$ cat config.mk
export PLATFORM = sky130hd
export DESIGN_NAME = matrix_port_arbiter
export DESIGN_NICKNAME = d
export VERILOG_FILES = /design/src/rtl/matrix_ctrl_pkg.sv /design/src/rtl/matrix_rr_arb.sv /design/src/rtl/matrix_port_arbiter.sv
export SDC_FILE = /design/constraint.sdc
export NUM_CORES = 1
export LEC_CHECK = 0
export ABC_AREA = 1
export ABC_CLOCK_PERIOD_IN_PS = 3400
export CAP_MARGIN = 20
export CORE_UTILIZATION = 65
export CTS_BUF_LIST = sky130_fd_sc_hd__clkbuf_4 sky130_fd_sc_hd__clkbuf_8
export CTS_CLUSTER_SIZE = 12
export DETAILED_ROUTE_END_ITERATION = 8
export GPL_TIMING_DRIVEN = 0
export MAX_ROUTING_LAYER = met4
export PLACE_DENSITY = 0.87
export SLEW_MARGIN = 20
export SYNTH_ARGS = -nofsm -noshare
export SYNTH_HDL_FRONTEND = slang
export SYNTH_SLANG_ARGS = --single-unit
$ cat constraint.sdc
create_clock -name clk -period 3.4 [get_ports clk]
set_input_delay 0.51 -clock clk [delete_from_list [all_inputs] [get_ports clk]]
set_output_delay 0.51 -clock clk [all_outputs]
set_load 0.02 [all_outputs]
$ cat src/rtl/matrix_ctrl_pkg.sv
// Shared types for the matrix port arbiter: controller states, requester ids
// and the address-width helper used to size row/column ports.
package matrix_ctrl_pkg;

  typedef enum logic {
    IDLE  = 1'b0,
    CLEAR = 1'b1
  } state_e;

  typedef enum logic {
    REQ_A = 1'b0,
    REQ_B = 1'b1
  } req_id_e;

  function automatic int unsigned addr_w(input int unsigned n);
    return (n < 2) ? 1 : $clog2(n);
  endfunction

endpackage

$ cat src/rtl/matrix_rr_arb.sv
// Two-way round-robin arbiter; the priority pointer moves to the other
// requester after every grant and holds on idle cycles.
module matrix_rr_arb
  import matrix_ctrl_pkg::*;
(
  input  logic       clk,
  input  logic       rst_n,
  input  logic [1:0] req_i,
  input  logic       enable_i,
  input  logic       advance_i,
  output logic [1:0] gnt_o
);

  req_id_e prio_q, prio_d;

  always_comb begin
    gnt_o = '0;
    if (enable_i) begin
      if (req_i[REQ_A] && (!req_i[REQ_B] || prio_q == REQ_A)) begin
        gnt_o[REQ_A] = 1'b1;
      end else if (req_i[REQ_B]) begin
        gnt_o[REQ_B] = 1'b1;
      end
    end
  end

  always_comb begin
    prio_d = prio_q;
    if (advance_i && gnt_o[REQ_A]) begin
      prio_d = REQ_B;
    end else if (advance_i && gnt_o[REQ_B]) begin
      prio_d = REQ_A;
    end
  end

  always_ff @(posedge clk or negedge rst_n) begin
    if (!rst_n) begin
      prio_q <= REQ_A;
    end else begin
      prio_q <= prio_d;
    end
  end

endmodule

$ cat src/rtl/matrix_port_arbiter.sv
// ROWS x COLS cell matrix shared by two requesters through a round-robin
// arbiter, with a row-major clear sequencer that locks out both requesters.
module matrix_port_arbiter
  import matrix_ctrl_pkg::*;
#(
  parameter  int unsigned WIDTH = 8,
  parameter  int unsigned ROWS  = 4,
  parameter  int unsigned COLS  = 4,
  localparam int unsigned RW    = addr_w(ROWS),
  localparam int unsigned CW    = addr_w(COLS)
) (
  input  logic             clk,
  input  logic             rst_n,
  input  logic             a_req,
  input  logic             a_we,
  input  logic [RW-1:0]    a_row,
  input  logic [CW-1:0]    a_col,
  input  logic [WIDTH-1:0] a_wdata,
  output logic             a_gnt,
  output logic             a_rvalid,
  output logic [WIDTH-1:0] a_rdata,
  input  logic             b_req,
  input  logic             b_we,
  input  logic [RW-1:0]    b_row,
  input  logic [CW-1:0]    b_col,
  input  logic [WIDTH-1:0] b_wdata,
  output logic             b_gnt,
  output logic             b_rvalid,
  output logic [WIDTH-1:0] b_rdata,
  input  logic             clear_start,
  output logic             clear_busy,
  output logic             clear_done
);

  localparam logic [RW-1:0] LAST_ROW = RW'(ROWS - 1);
  localparam logic [CW-1:0] LAST_COL = CW'(COLS - 1);
  localparam logic [RW:0]   ROWS_L   = (RW + 1)'(ROWS);
  localparam logic [CW:0]   COLS_L   = (CW + 1)'(COLS);

  logic [WIDTH-1:0] mem_q [ROWS][COLS];

  state_e           state_q, state_d;
  logic [RW-1:0]    clr_row_q, clr_row_d;
  logic [CW-1:0]    clr_col_q, clr_col_d;
  logic             done_q, done_d;
  logic             a_rvalid_q, a_rvalid_d, b_rvalid_q, b_rvalid_d;
  logic [WIDTH-1:0] a_rdata_q, a_rdata_d, b_rdata_q, b_rdata_d;

  logic [1:0]       gnt;
  logic             arb_en;
  logic             a_hit, b_hit;
  logic             wr_en;
  logic [RW-1:0]    wr_row;
  logic [CW-1:0]    wr_col;
  logic [WIDTH-1:0] wr_data;

  // Grants are qualified by rst_n so they fall with the reset edge itself.
  assign arb_en = rst_n && (state_q == IDLE);

  matrix_rr_arb u_arb (
    .clk      (clk),
    .rst_n    (rst_n),
    .req_i    ({b_req, a_req}),
    .enable_i (arb_en),
    .advance_i(arb_en),
    .gnt_o    (gnt)
  );

  assign a_gnt      = gnt[REQ_A];
  assign b_gnt      = gnt[REQ_B];
  assign a_hit      = ({1'b0, a_row} < ROWS_L) && ({1'b0, a_col} < COLS_L);
  assign b_hit      = ({1'b0, b_row} < ROWS_L) && ({1'b0, b_col} < COLS_L);
  assign clear_busy = (state_q == CLEAR);
  assign clear_done = done_q;
  assign a_rvalid   = a_rvalid_q;
  assign a_rdata    = a_rdata_q;
  assign b_rvalid   = b_rvalid_q;
  assign b_rdata    = b_rdata_q;

  always_comb begin
    state_d   = state_q;
    clr_row_d = clr_row_q;
    clr_col_d = clr_col_q;
    done_d    = 1'b0;
    case (state_q)
      IDLE: begin
        if (clear_start) begin
          state_d   = CLEAR;
          clr_row_d = '0;
          clr_col_d = '0;
        end
      end
      CLEAR: begin
        if (clr_col_q == LAST_COL) begin
          clr_col_d = '0;
          clr_row_d = clr_row_q + 1'b1;
        end else begin
          clr_col_d = clr_col_q + 1'b1;
        end
        if (clr_row_q == LAST_ROW && clr_col_q == LAST_COL) begin
          state_d = IDLE;
          done_d  = 1'b1;
        end
      end
      default: state_d = IDLE;
    endcase
  end

  always_comb begin
    a_rvalid_d = a_gnt && !a_we;
    b_rvalid_d = b_gnt && !b_we;
    a_rdata_d  = a_rdata_q;
    b_rdata_d  = b_rdata_q;
    if (a_rvalid_d) a_rdata_d = a_hit ? mem_q[a_row][a_col] : '0;
    if (b_rvalid_d) b_rdata_d = b_hit ? mem_q[b_row][b_col] : '0;
  end

  // Single write port: the sweep owns it in CLEAR, otherwise the granted writer.
  always_comb begin
    wr_en   = 1'b0;
    wr_row  = clr_row_q;
    wr_col  = clr_col_q;
    wr_data = '0;
    if (state_q == CLEAR) begin
      wr_en = 1'b1;
    end else if (a_gnt && a_we && a_hit) begin
      wr_en   = 1'b1;
      wr_row  = a_row;
      wr_col  = a_col;
      wr_data = a_wdata;
    end else if (b_gnt && b_we && b_hit) begin
      wr_en   = 1'b1;
      wr_row  = b_row;
      wr_col  = b_col;
      wr_data = b_wdata;
    end
  end

  always_ff @(posedge clk) begin
    if (wr_en) mem_q[wr_row][wr_col] <= wr_data;
  end

  always_ff @(posedge clk or negedge rst_n) begin
    if (!rst_n) begin
      state_q    <= IDLE;
      clr_row_q  <= '0;
      clr_col_q  <= '0;
      done_q     <= 1'b0;
      a_rvalid_q <= 1'b0;
      b_rvalid_q <= 1'b0;
      a_rdata_q  <= '0;
      b_rdata_q  <= '0;
    end else begin
      state_q    <= state_d;
      clr_row_q  <= clr_row_d;
      clr_col_q  <= clr_col_d;
      done_q     <= done_d;
      a_rvalid_q <= a_rvalid_d;
      b_rvalid_q <= b_rvalid_d;
      a_rdata_q  <= a_rdata_d;
      b_rdata_q  <= b_rdata_d;
    end
  end

endmodule

* Yosys cells after proc, flatten, opt, wreduce, memory -nomap -nowiden
Memory sizes are Yosys's and may differ from the RTL's.
Cells that the tools add are included.
** Operators by class
- Muxes and demuxes :: 38
- Order comparisons :: 4
- Eq/ne operators :: 4
- Reduce and logical (&&, ||, !) cells :: 16
- Bitwise gates (word level) :: 5
- Add/subtract/negate cells :: 2
** Operators by type and width (number)
- $mux W8 :: 8
- $bmux W8 S2 :: 2
- $mux W32 :: 1
- $mux W2 :: 10
- $demux W8 S2 :: 1
- $mux W1 :: 13
- $logic_and A1 B1 Y1 :: 10
- $ge A3 B3 Y1 const B :: 3
- $not A2 Y3 :: 3
- $pmux W2 S2 :: 2
- $add A2 B1 Y2 const B :: 2
- $eq A2 B2 Y1 const B :: 2
- $logic_not A1 Y1 :: 3
- $lt A3 B1 Y1 const B :: 1
- $ne A2 B1 Y1 const B :: 1
- $ne A2 B2 Y1 const B :: 1
- $not A1 Y1 :: 2
- $pmux W1 S2 :: 1
- $reduce_and A2 Y1 :: 1
- $reduce_bool A2 Y1 :: 1
- $logic_or A1 B1 Y1 :: 1
** Storage, ports and cells
- Logic and storage cells :: 79
- Memories kept :: 1
- Memory bits (writable) :: 128
- Bits in registers :: 25
- Bits of input ports :: 31
** Memories
- mem_q :: depth 4, width 32, read ports 2, clocked after memory_dff 0, write ports 1, RTL line matrix_port_arbiter.sv:40 : logic [WIDTH-1:0] mem_q [ROWS][COLS];

* Longest topological paths before layout
Gate-level depths: netlist of the first run.
- Depth in word-level cells :: 15
- Mapped depth :: 11
- Gate-level depth less buffers :: 11

* Hierarchy
A second synthesis of the first run with hierarchy kept.
** Unflattened totals
- Cell total of the unflattened synthesis :: 906
- Area total of the unflattened synthesis :: 7768.7 um^2
** By module, submodules not included
- matrix_port_arbiter :: times used 1, area an instance 7692.4 um^2, cells an instance 894, sequential area each 4444.3 um^2
- matrix_rr_arb :: times used 1, area an instance 76.3 um^2, cells an instance 12, sequential area each 25.0 um^2

* Least setup slack after synthesis of the first run
No wires, ideal clock.
- Kind :: register to register
- Start :: register state_q, in the netlist clear_busy
- End :: memory mem_q[1][0] (netlist bit), enable pin
- Path buffers :: 1
- Setup slack :: 1.262 ns
- Stages on the path, launching flop included :: 11
- Arrival time :: 1.768 ns
- Data required time :: 3.030 ns
- Cell sequence :: dfrtp_1 > inv_2 > nand2_4 > nor2_8 > nand2_8 > clkinv_2 > buf_6 > nand2_2 > nand2_2 > nand2_2 > nor2_1
** RTL lines
- start, declared :: RTL line matrix_port_arbiter.sv:42 : state_e state_q, state_d;
- start signal, assigned :: RTL line matrix_port_arbiter.sv:154 : state_q <= state_d;
- $not A1 Y1 *
- $logic_and A1 B1 Y1 * :: RTL line matrix_port_arbiter.sv:58 : assign arb_en = rst_n && (state_q == IDLE);
- $mux W2 * :: RTL line matrix_rr_arb.sv:18 : if (enable_i) begin
- net a_gnt :: RTL line matrix_port_arbiter.sv:19 : output logic a_gnt,
- $logic_and A1 B1 Y1 * :: RTL line matrix_port_arbiter.sv:126 : end else if (a_gnt && a_we && a_hit) begin
- $mux W2 :: RTL line matrix_port_arbiter.sv:126
- $mux W2 :: RTL line matrix_port_arbiter.sv:124 : if (state_q == CLEAR) begin
- $not A2 Y3 (implied by the code) :: RTL line matrix_port_arbiter.sv:140 : if (wr_en) mem_q[wr_row][wr_col] <= wr_data;
- $ge A3 B3 Y1 (implied by the code) or $lt A3 B1 Y1 (tied branches) :: RTL line matrix_port_arbiter.sv:140
- $logic_and A1 B1 Y1 (implied by the code) :: RTL line matrix_port_arbiter.sv:140
- $mux W8 (implied by the code) :: RTL line matrix_port_arbiter.sv:140
- $demux W8 S2 :: RTL line matrix_port_arbiter.sv:140
- $mux W32 (implied by the code) :: RTL line matrix_port_arbiter.sv:140
- end, declared :: RTL line matrix_port_arbiter.sv:40
Mark *: on every way through the listed nets, which the timed path passes. The rest lies on a longest branch.

* Worst setup path in the final report of the first run
- Start :: input port rst_n
- End :: output port b_gnt
** On the way
- Longest elaborated chain between the ends :: 2
** Ends and longest elaborated chain
- start, declared :: RTL line matrix_port_arbiter.sv:13 : input logic rst_n,
- $logic_and A1 B1 Y1 :: RTL line matrix_port_arbiter.sv:58
- $mux W2 :: RTL line matrix_rr_arb.sv:18
- end, declared :: RTL line matrix_port_arbiter.sv:27 : output logic b_gnt,
No other way between the ends.

==> impl_results.html, run 1 <==
<table>
<tr><th>Metric</th><th>Value</th></tr>
<tr><th colspan="2">Timing</th></tr>
<tr><td>Fin crit share</td><td>78.1%</td></tr>
<tr><td>Unrepaired setup endpoints after global routing</td><td>false</td></tr>
<tr><td>Transition time of the tightest slew-check pin</td><td>0.929 ns</td></tr>
<tr><td>Max Clock Skew</td><td>0.00955 ns</td></tr>
<tr><td>Setup total negative slack</td><td>0 ns</td></tr>
<tr><td>Maximum operating frequency</td><td>377 MHz</td></tr>
<tr><td>Final Hold Viols</td><td>0</td></tr>
<tr><td>Minimum clock period</td><td>2.65 ns</td></tr>
<tr><td>Rel. slew slack</td><td>38.1%</td></tr>
<tr><td>Min Hold Slack</td><td>0.0688 ns</td></tr>
<tr><td>Final-report max-slew violation count</td><td>0</td></tr>
<tr><td>Endpoints failing setup</td><td>0</td></tr>
<tr><th colspan="2">Die</th></tr>
<tr><td>Row count</td><td>39</td></tr>
<tr><td>Core footprint</td><td>11,500 um^2</td></tr>
<tr><td>Die Span Y</td><td>111 um</td></tr>
<tr><td>Initial core utilization</td><td>67.0%</td></tr>
<tr><td>DIE AREA</td><td>12,300 um^2</td></tr>
<tr><td>Count of boundary I/O pins</td><td>53</td></tr>
<tr><td>Width of the chip</td><td>111 um</td></tr>
<tr><th colspan="2">Final layout</th></tr>
<tr><td>Post-Layout Cell Count</td><td>1,020</td></tr>
<tr><td>Area growth from synthesis to layout</td><td>13.4%</td></tr>
<tr><td>Number of inserted diodes</td><td>0</td></tr>
<tr><td>Most used cells in the layout excluding fill and tap cells</td><td>sky130_fd_sc_hd__nand2_1 (154), sky130_fd_sc_hd__edfxtp_1 (128), sky130_fd_sc_hd__nand3_1 (106), sky130_fd_sc_hd__inv_1 (80), sky130_fd_sc_hd__o21ai_0 (67)</td></tr>
<tr><td>Nets</td><td>around 900</td></tr>
<tr><td>Proportion of layout cells with a drive suffix above 1</td><td>a little over 10%</td></tr>
<tr><td>Final Cell Area</td><td>8710 um^2</td></tr>
<tr><td>Most common cell after layout, fill and taps aside</td><td>sky130_fd_sc_hd__nand2_1</td></tr>
<tr><th colspan="2">Route</th></tr>
<tr><td>Post-DR vias/cell</td><td>between 6 and 7</td></tr>
<tr><td>Count of vias placed by the detailed router</td><td>6,776</td></tr>
<tr><td>Routed wirelength normalized by instance count</td><td>between 20 and 25 um</td></tr>
<tr><td>DRT Pass-1 Iters</td><td>6</td></tr>
<tr><td>DRC violation total after the first TritonRoute iteration</td><td>1,173</td></tr>
<tr><td>Post-detailed-route count of antenna-violating nets</td><td>0</td></tr>
<tr><td>Post-route DRC violation count</td><td>0</td></tr>
<tr><td>Final routed wirelength across all metal layers</td><td>between 20 and 25 mm</td></tr>
<tr><th colspan="2">Synth</th></tr>
<tr><td>Number of storage elements in the synthesis netlist</td><td>roughly 150</td></tr>
<tr><td>Avg Cell Area, Syn</td><td>9.59 um^2</td></tr>
<tr><td>Yosys top cell area share</td><td>between 50% and 60%</td></tr>
<tr><td>Post-synth net total</td><td>roughly 830</td></tr>
<tr><td>Yosys warning total</td><td>0</td></tr>
<tr><td>Post-Synthesis Cell Area</td><td>7680 um^2</td></tr>
<tr><td>Cell type with the largest total area after synthesis</td><td>sky130_fd_sc_hd__edfxtp_1</td></tr>
<tr><td>Largest cells by area after synthesis</td><td>sky130_fd_sc_hd__edfxtp_1 (50%), sky130_fd_sc_hd__dfrtp_1 (8.1%), sky130_fd_sc_hd__nand2_1 (7.5%)</td></tr>
<tr><td>Number of standard cells after synthesis</td><td>801</td></tr>
<tr><td>Cell variety after synth</td><td>30</td></tr>
<tr><td>Sequential-to-total area share from yosys stat</td><td>58.2%</td></tr>
<tr><th colspan="2">Global routing</th></tr>
<tr><td>Overflow left after global routing</td><td>0</td></tr>
<tr><td>Number of global-route vias before repair</td><td>6,491</td></tr>
<tr><td>Total global routing track utilization</td><td>between 40% and 50%</td></tr>
<tr><td>Number of antenna violations at the first check in global routing</td><td>0</td></tr>
<tr><td>Maximum number of pins on one net before global-route repair</td><td>27</td></tr>
<tr><td>Wire length of the first global-routing pass</td><td>between 30 and 40 mm</td></tr>
<tr><th colspan="2">Pwr</th></tr>
<tr><td>Final Power</td><td>5530 uW</td></tr>
<tr><td>P per Cell Area</td><td>roughly 630 nW/um^2</td></tr>
<tr><td>Leakage Power</td><td>between 0.003 and 0.004 uW</td></tr>
<tr><td>Max VDD drop</td><td>roughly 0.43 mV</td></tr>
<tr><th colspan="2">Critical path</th></tr>
<tr><td>Peak fanout along the critical path</td><td>26</td></tr>
<tr><td>Req. time, crit path</td><td>2.89 ns</td></tr>
<tr><td>Register-to-register path setup slack</td><td>0.83 ns</td></tr>
<tr><td>Worst R2R Path Depth</td><td>9</td></tr>
<tr><td>Startpoint-to-endpoint class of the critical path</td><td>primary input to primary output</td></tr>
<tr><td>Critical Path Source Type</td><td>primary input</td></tr>
<tr><td>Critical path endpoint category</td><td>primary output</td></tr>
<tr><td>CP arrival</td><td>2.14 ns</td></tr>
<tr><td>Crit Reg-Reg Endpoint</td><td>mem_q[0][20]</td></tr>
<tr><td>Critical R2R Launch</td><td>clear_busy</td></tr>
<tr><th colspan="2">CTS</th></tr>
<tr><td>Clock-pin slew reported for the worst setup and hold paths after clock tree synthesis</td><td>0.08 ns</td></tr>
<tr><td>Htree depth</td><td>4</td></tr>
<tr><td>Post-CTS Setup Inserts</td><td>0</td></tr>
<tr><td>Number of sinks driven by the clock tree</td><td>approximately 150</td></tr>
<tr><td>TritonCTS clock tree</td><td>done</td></tr>
<tr><td>Cells resized by post-CTS repair</td><td>0</td></tr>
<tr><td>CTS max path bufs</td><td>2</td></tr>
<tr><td>TritonCTS Buffers</td><td>17</td></tr>
<tr><td>Latest clock arrival within the worst-skew pair</td><td>between 0.4 and 0.5 ns</td></tr>
<tr><td>Number of buffers inserted for hold repair after clock tree synthesis</td><td>0</td></tr>
<tr><td>Clock root buffer</td><td>sky130_fd_sc_hd__clkbuf_8</td></tr>
<tr><th colspan="2">Placement</th></tr>
<tr><td>Final RePlAce weighted congestion</td><td>0.975</td></tr>
<tr><td>Area after detailed placement</td><td>8300 um^2</td></tr>
<tr><td>Post-detail-place hpwl</td><td>16.6 mm</td></tr>
<tr><td>Instance count after placement with tap cells included</td><td>approximately 990</td></tr>
<tr><td>Number of I/O port buffers</td><td>44</td></tr>
<tr><th colspan="2">Run status</th></tr>
<tr><td>Result of the run</td><td>completed</td></tr>
<tr><th colspan="2">Job</th></tr>
<tr><td>Max-cap viol count</td><td>0</td></tr>
<tr><th colspan="2">Min path</th></tr>
<tr><td>Hold WC Path Type</td><td>primary input to async pin</td></tr>
</table>
-- synth_stat cells (all sizes together) --
library cell and n:
inv 82, ha 2, clkinv 4, nand2 170, buf 38, o21ai 67, nand3 107, dfrtp 25
a22o 9, nand4 2, clkbuf 13, nor2 25, or2 1, edfxtp 128, a21oi 64, o211ai 64
-- per-stage QoR --
step	utilization, %	worst slack [ns]
finish	76.0	0.746
global route	76.0	0.579
CTS	76.0	0.725
detailed placement	72.4	0.345
global placement	72.4	-0.427
floorplan	-	1.26
-- cell families (layout without fill, tap and decap cells) --
logic type | count (synthesis) | count (layout) | share of synthesized area [%]
adder cells (fa/ha/maj) | 2 | 2 | 0.326
flip-flops | 153 | 153 | 58.2
buffers and inverters | 137 | 213 | 7.38
AND/OR/NAND/NOR | 305 | 305 | 18.3
AO/OA/AOI/OAI | 204 | 204 | 15.8
-- area by class of cell --
type                            instances  area, um^2
Clock inverter                          2        60.1
Tap cell                              143         179
Fill cell                             768        2750
Clock buffer                           30         357
Buffer                                 51         238
Timing Repair Buffer                   44         435
Inverter                               86         329
Sequential cell                       153        4470
Multi-Input combinational cell        511        2650
-- how the worst max path moves through the flow --
stage | start | slack (ns) | endpoint | cells past startpoint
floorplan | clear_busy | 1.26 | mem_q[1][0] | 10
global placement | rst_n | -0.43 | mem_q[3][2] | 9
detailed placement | rst_n | 0.34 | mem_q[1][19] | 9
CTS | rst_n | 0.73 | b_gnt | 6
global route | rst_n | 0.58 | mem_q[0][1] | 9
finish | rst_n | 0.75 | b_gnt | 6
-- worst max-delay path, stage by stage --
cell and delay [ns]:
sky130_fd_sc_hd__buf_2 0.50, sky130_fd_sc_hd__nand2_4 0.18, sky130_fd_sc_hd__nor2_8 0.15, sky130_fd_sc_hd__nand2_1 0.11, sky130_fd_sc_hd__inv_1 0.08, sky130_fd_sc_hd__clkdlybuf4s50_1 0.59
-- power breakdown --
group          internal [uW]  switching [uW]
clock                    806             639
sequential              2470             169
combinational            473             977
-- flip-flops by register name, summed over array words and instances, names as in the netlist --
register and count:
mem_q 128, u_arb.prio_q 1, a_rdata 8, clr_row_q 2, b_rvalid 1, clr_col_q 2, clear_busy 1, a_rvalid 1
b_rdata 8, clear_done 1
-- layer usage --
metal | vias up | global-route usage [%] | wire length [um]
met5 | - | - | 0
met3 | 112 | 9.40 | 3370
met2 | 595 | 62.6 | 10900
met1 | 3131 | 54.1 | 8600
met4 | 0 | 20.0 | 1080
li1 | 2938 | - | -
Power figures use the tool's default switching activity.
==> run 2, diff against run 1 <==
--- a/config.mk
+++ b/config.mk
@@ -6,15 +6,15 @@
 export NUM_CORES = 1
 export LEC_CHECK = 0
 export ABC_AREA = 1
-export ABC_CLOCK_PERIOD_IN_PS = 3400
+export ABC_CLOCK_PERIOD_IN_PS = 2450
 export CAP_MARGIN = 20
-export CORE_UTILIZATION = 65
+export CORE_UTILIZATION = 61
 export CTS_BUF_LIST = sky130_fd_sc_hd__clkbuf_4 sky130_fd_sc_hd__clkbuf_8
 export CTS_CLUSTER_SIZE = 12
 export DETAILED_ROUTE_END_ITERATION = 8
 export GPL_TIMING_DRIVEN = 0
 export MAX_ROUTING_LAYER = met4
-export PLACE_DENSITY = 0.87
+export PLACE_DENSITY = 0.82
 export SLEW_MARGIN = 20
 export SYNTH_ARGS = -nofsm -noshare
 export SYNTH_HDL_FRONTEND = slang
==> constraint.sdc (replaced) <==
create_clock -name clk -period 2.45 [get_ports clk]
set_input_delay 0.3675 -clock clk [delete_from_list [all_inputs] [get_ports clk]]
set_output_delay 0.3675 -clock clk [all_outputs]
set_load 0.02 [all_outputs]
==> run 2 against run 1 <==
  * Final area rose by 1.4%
  * Clock-buffer cell count fell by 8
  * Non-clock buffer count up 2
  * Total power up 42%
  * Final cell count is 2.6% higher
  * Critical path depth increased by 3
  * Wire length rose by 2.9%
  * Combinational power increased by 46%
  * Critical endpoint is now mem_q[0][22]
  * Largest power group unchanged
  * Highest routed layer unchanged
==> impl_results.html, run 2 (synthesized netlist as in run 1, its figures left out) <==
<table>
<tr><th>Metric</th><th>Value</th></tr>
<tr><th colspan="2">Run status</th></tr>
<tr><td>Result of the run</td><td>completed</td></tr>
<tr><th colspan="2">Placement</th></tr>
<tr><td>Final RePlAce weighted congestion</td><td>0.975</td></tr>
<tr><td>Instance count after placement with tap cells included</td><td>1,013</td></tr>
<tr><td>Number of I/O port buffers</td><td>44</td></tr>
<tr><td>Post-detail-place hpwl</td><td>17.0 mm</td></tr>
<tr><th colspan="2">CTS</th></tr>
<tr><td>Clock root buffer</td><td>sky130_fd_sc_hd__clkbuf_8</td></tr>
<tr><td>Clock-pin slew reported for the worst setup and hold paths after clock tree synthesis</td><td>0.08 ns</td></tr>
<tr><td>TritonCTS clock tree</td><td>done</td></tr>
<tr><td>Htree depth</td><td>4</td></tr>
<tr><td>Latest clock arrival within the worst-skew pair</td><td>0.46 ns</td></tr>
<tr><td>TritonCTS Buffers</td><td>17</td></tr>
<tr><td>Number of sinks driven by the clock tree</td><td>153</td></tr>
<tr><td>Post-CTS Setup Inserts</td><td>0</td></tr>
<tr><td>CTS max path bufs</td><td>2</td></tr>
<tr><th colspan="2">Critical path</th></tr>
<tr><td>Startpoint-to-endpoint class of the critical path</td><td>flip-flop to flip-flop</td></tr>
<tr><td>Crit Reg-Reg Endpoint</td><td>mem_q[0][22]</td></tr>
<tr><td>Gate family responsible for the most delay along the worst path</td><td>simple AND/OR/NAND/NOR gates</td></tr>
<tr><td>Number of buffer and inverter stages on the critical path</td><td>1</td></tr>
<tr><td>CP arrival</td><td>2.55 ns</td></tr>
<tr><td>Slowest CP cell</td><td>sky130_fd_sc_hd__nor2_2</td></tr>
<tr><td>Req. time, crit path</td><td>approximately 2.6 ns</td></tr>
<tr><td>CP max stage delay</td><td>0.52 ns</td></tr>
<tr><td>Critical path endpoint category</td><td>flip-flop</td></tr>
<tr><td>Critical Path Source Type</td><td>flip-flop</td></tr>
<tr><td>Worst R2R Path Depth</td><td>9</td></tr>
<tr><td>Register-to-register path setup slack</td><td>about 0.0037 ns</td></tr>
<tr><td>Ordered list of cells on the worst path</td><td>inv_2 -&gt; nand2_4 -&gt; nor2_8 -&gt; nand3_4 -&gt; nand2_1 -&gt; nand3_1 -&gt; nand2_1 -&gt; nand3_1 -&gt; nor2_2</td></tr>
<tr><td>Peak fanout along the critical path</td><td>8</td></tr>
<tr><td>Critical R2R Launch</td><td>clear_busy</td></tr>
<tr><th colspan="2">Route</th></tr>
<tr><td>DRC violation total after the first TritonRoute iteration</td><td>between 800 and 900</td></tr>
<tr><td>Routed wirelength normalized by instance count</td><td>roughly 24 um</td></tr>
<tr><td>Post-DR vias/cell</td><td>~6.5</td></tr>
<tr><td>Post-detailed-route count of antenna-violating nets</td><td>0</td></tr>
<tr><td>Final routed wirelength across all metal layers</td><td>about 25 mm</td></tr>
<tr><td>Post-route DRC violation count</td><td>0</td></tr>
<tr><td>DRT Pass-1 Iters</td><td>7</td></tr>
<tr><td>Count of vias placed by the detailed router</td><td>6,851</td></tr>
<tr><th colspan="2">Final layout</th></tr>
<tr><td>Area growth from synthesis to layout</td><td>15.0%</td></tr>
<tr><td>Number of flip-flops under the largest register name</td><td>between 100 and 150</td></tr>
<tr><td>Post-Layout Cell Count</td><td>approximately 1.0k</td></tr>
<tr><td>Filler cell count in the final layout</td><td>885</td></tr>
<tr><td>Register containing the most flip-flops in the final layout</td><td>mem_q</td></tr>
<tr><td>Proportion of layout cells with a drive suffix above 1</td><td>11.7%</td></tr>
<tr><td>Number of inserted diodes</td><td>0</td></tr>
<tr><td>Most used cells in the layout excluding fill and tap cells</td><td>sky130_fd_sc_hd__nand2_1 (154), sky130_fd_sc_hd__edfxtp_1 (128), sky130_fd_sc_hd__nand3_1 (106), sky130_fd_sc_hd__inv_1 (80), sky130_fd_sc_hd__o21ai_0 (67)</td></tr>
<tr><td>Most common cell after layout, fill and taps aside</td><td>sky130_fd_sc_hd__nand2_1</td></tr>
<tr><td>Nets</td><td>899</td></tr>
<tr><td>Final core utilization</td><td>between 70% and 80%</td></tr>
<tr><th colspan="2">Min path</th></tr>
<tr><td>Hold WC Path Type</td><td>primary input to flip-flop</td></tr>
<tr><td>Cell depth of the worst hold path</td><td>5</td></tr>
<tr><td>Hold path endpoint</td><td>a_rdata[5]</td></tr>
<tr><td>Worst hold start</td><td>a_col[1]</td></tr>
<tr><th colspan="2">Pwr</th></tr>
<tr><td>Final Power</td><td>between 7000 and 8000 uW</td></tr>
<tr><td>Max VDD drop</td><td>0.475 mV</td></tr>
<tr><td>Leakage Power</td><td>approximately 0.0035 uW</td></tr>
<tr><td>P per Cell Area</td><td>886 nW/um^2</td></tr>
<tr><th colspan="2">Die</th></tr>
<tr><td>Row count</td><td>40</td></tr>
<tr><td>Count of boundary I/O pins</td><td>53</td></tr>
<tr><td>Core footprint</td><td>12,200 um^2</td></tr>
<tr><td>Width of the chip</td><td>114 um</td></tr>
<tr><td>Initial core utilization</td><td>63.2%</td></tr>
<tr><td>DIE AREA</td><td>13,000 um^2</td></tr>
<tr><td>Die Span Y</td><td>114 um</td></tr>
<tr><th colspan="2">Timing</th></tr>
<tr><td>Fin crit share</td><td>99.9%</td></tr>
<tr><td>Unrepaired setup endpoints after global routing</td><td>true</td></tr>
<tr><td>Endpoints failing setup</td><td>0</td></tr>
<tr><td>Rel. slew slack</td><td>42.7%</td></tr>
<tr><td>Final-report max-slew violation count</td><td>0</td></tr>
<tr><td>Transition time of the tightest slew-check pin</td><td>0.860 ns</td></tr>
<tr><td>Setup total negative slack</td><td>0 ns</td></tr>
<tr><td>Max Clock Skew</td><td>0.00919 ns</td></tr>
<tr><td>Maximum operating frequency</td><td>roughly 410 MHz</td></tr>
<tr><td>Minimum clock period</td><td>2.45 ns</td></tr>
<tr><td>Final Hold Viols</td><td>0</td></tr>
<tr><th colspan="2">Global routing</th></tr>
<tr><td>Number of global-route vias before repair</td><td>6,361</td></tr>
<tr><td>Total global routing track utilization</td><td>41.4%</td></tr>
<tr><td>Maximum number of pins on one net before global-route repair</td><td>26</td></tr>
<tr><td>Wire length of the first global-routing pass</td><td>37.0 mm</td></tr>
<tr><td>Number of antenna violations at the first check in global routing</td><td>0</td></tr>
<tr><td>Overflow left after global routing</td><td>0</td></tr>
<tr><th colspan="2">Job</th></tr>
<tr><td>Max-cap viol count</td><td>0</td></tr>
</table>
==> run 2: changes by cell type in the layout (fill, tap and decap cells not counted), moves of 2 or more <==
cell,change
sky130_fd_sc_hd__clkbuf_4,-7
sky130_fd_sc_hd__clkinv_4,+3
sky130_fd_sc_hd__nor2_1,-14
sky130_fd_sc_hd__nor2_2,+12
sky130_fd_sc_hd__nor2_4,+2
==> run 2: layer usage <==
metal | track usage [%] | wire, um
met5 | - | 0
met4 | 21.2 | 1070
met3 | 9.85 | 3290
met2 | 60.3 | 11000
met1 | 54.6 | 9310
==> run 2: final cells by class <==
cell class	count	area, um^2	area share (%)
flip-flops and latches	153	4470	50.6
multi-input cells	511	2690	30.5
repair buffers	46	464	5.25
inverters	86	329	3.72
clock buffers	22	290	3.29
plain buffers	51	238	2.69
well taps	168	210	2.38
clock inverters	10	141	1.60
==> run 2: worst max-delay path by stage <==
stage	startpoint	endpoint	slack [ns]	cells past startpoint
floorplan	clear_busy	mem_q[1][0]	0.31	10
global placement	rst_n	mem_q[1][18]	-1.27	9
detailed placement	rst_n	mem_q[0][10]	-0.58	11
CTS	clear_busy	mem_q[3][17]	-0.05	9
global route	clear_busy	mem_q[2][23]	-0.14	9
finish	clear_busy	mem_q[0][22]	0.004	9
==> run 2: per-stage QoR <==
stage	cell area [um^2]	hold slack, ns	setup slack, ns
floorplan	7680	0.0719	0.312
global placement	8330	0.463	-1.27
detailed placement	8330	0.424	-0.579
CTS	8810	0.316	-0.0505
global route	8830	0.375	-0.137
finish	8830	0.334	0.00366
==> run 2: repair_timing <==
item                                   in CTS  in global routing
setup endpoints to repair                  89                104
endpoints found under the hold margin      25                  0
hold buffers                                2                  0
pin swaps                                   0                  0
gates resized for setup                     8                  9
==> run 2: report_power, final <==
group | internal [uW] | switching, uW | total [uW] | leakage, uW
Sequential | 3410 | 228 | 3640 | 0.00153
Combinational | 679 | 1430 | 2110 | 0.00178
Clock | 1110 | 962 | 2080 | 0.000218
Total | 5210 | 2620 | 7830 | 0.00353
==> run 2: worst register-to-register path: stages, from the launching register on <==
cell	delay, ns
sky130_fd_sc_hd__dfrtp_1	0.47
sky130_fd_sc_hd__inv_2	0.15
sky130_fd_sc_hd__nand2_4	0.11
sky130_fd_sc_hd__nor2_8	0.13
sky130_fd_sc_hd__nand3_4	0.12
sky130_fd_sc_hd__nand2_1	0.09
sky130_fd_sc_hd__nand3_1	0.07
sky130_fd_sc_hd__nand2_1	0.13
sky130_fd_sc_hd__nand3_1	0.30
sky130_fd_sc_hd__nor2_2	0.52
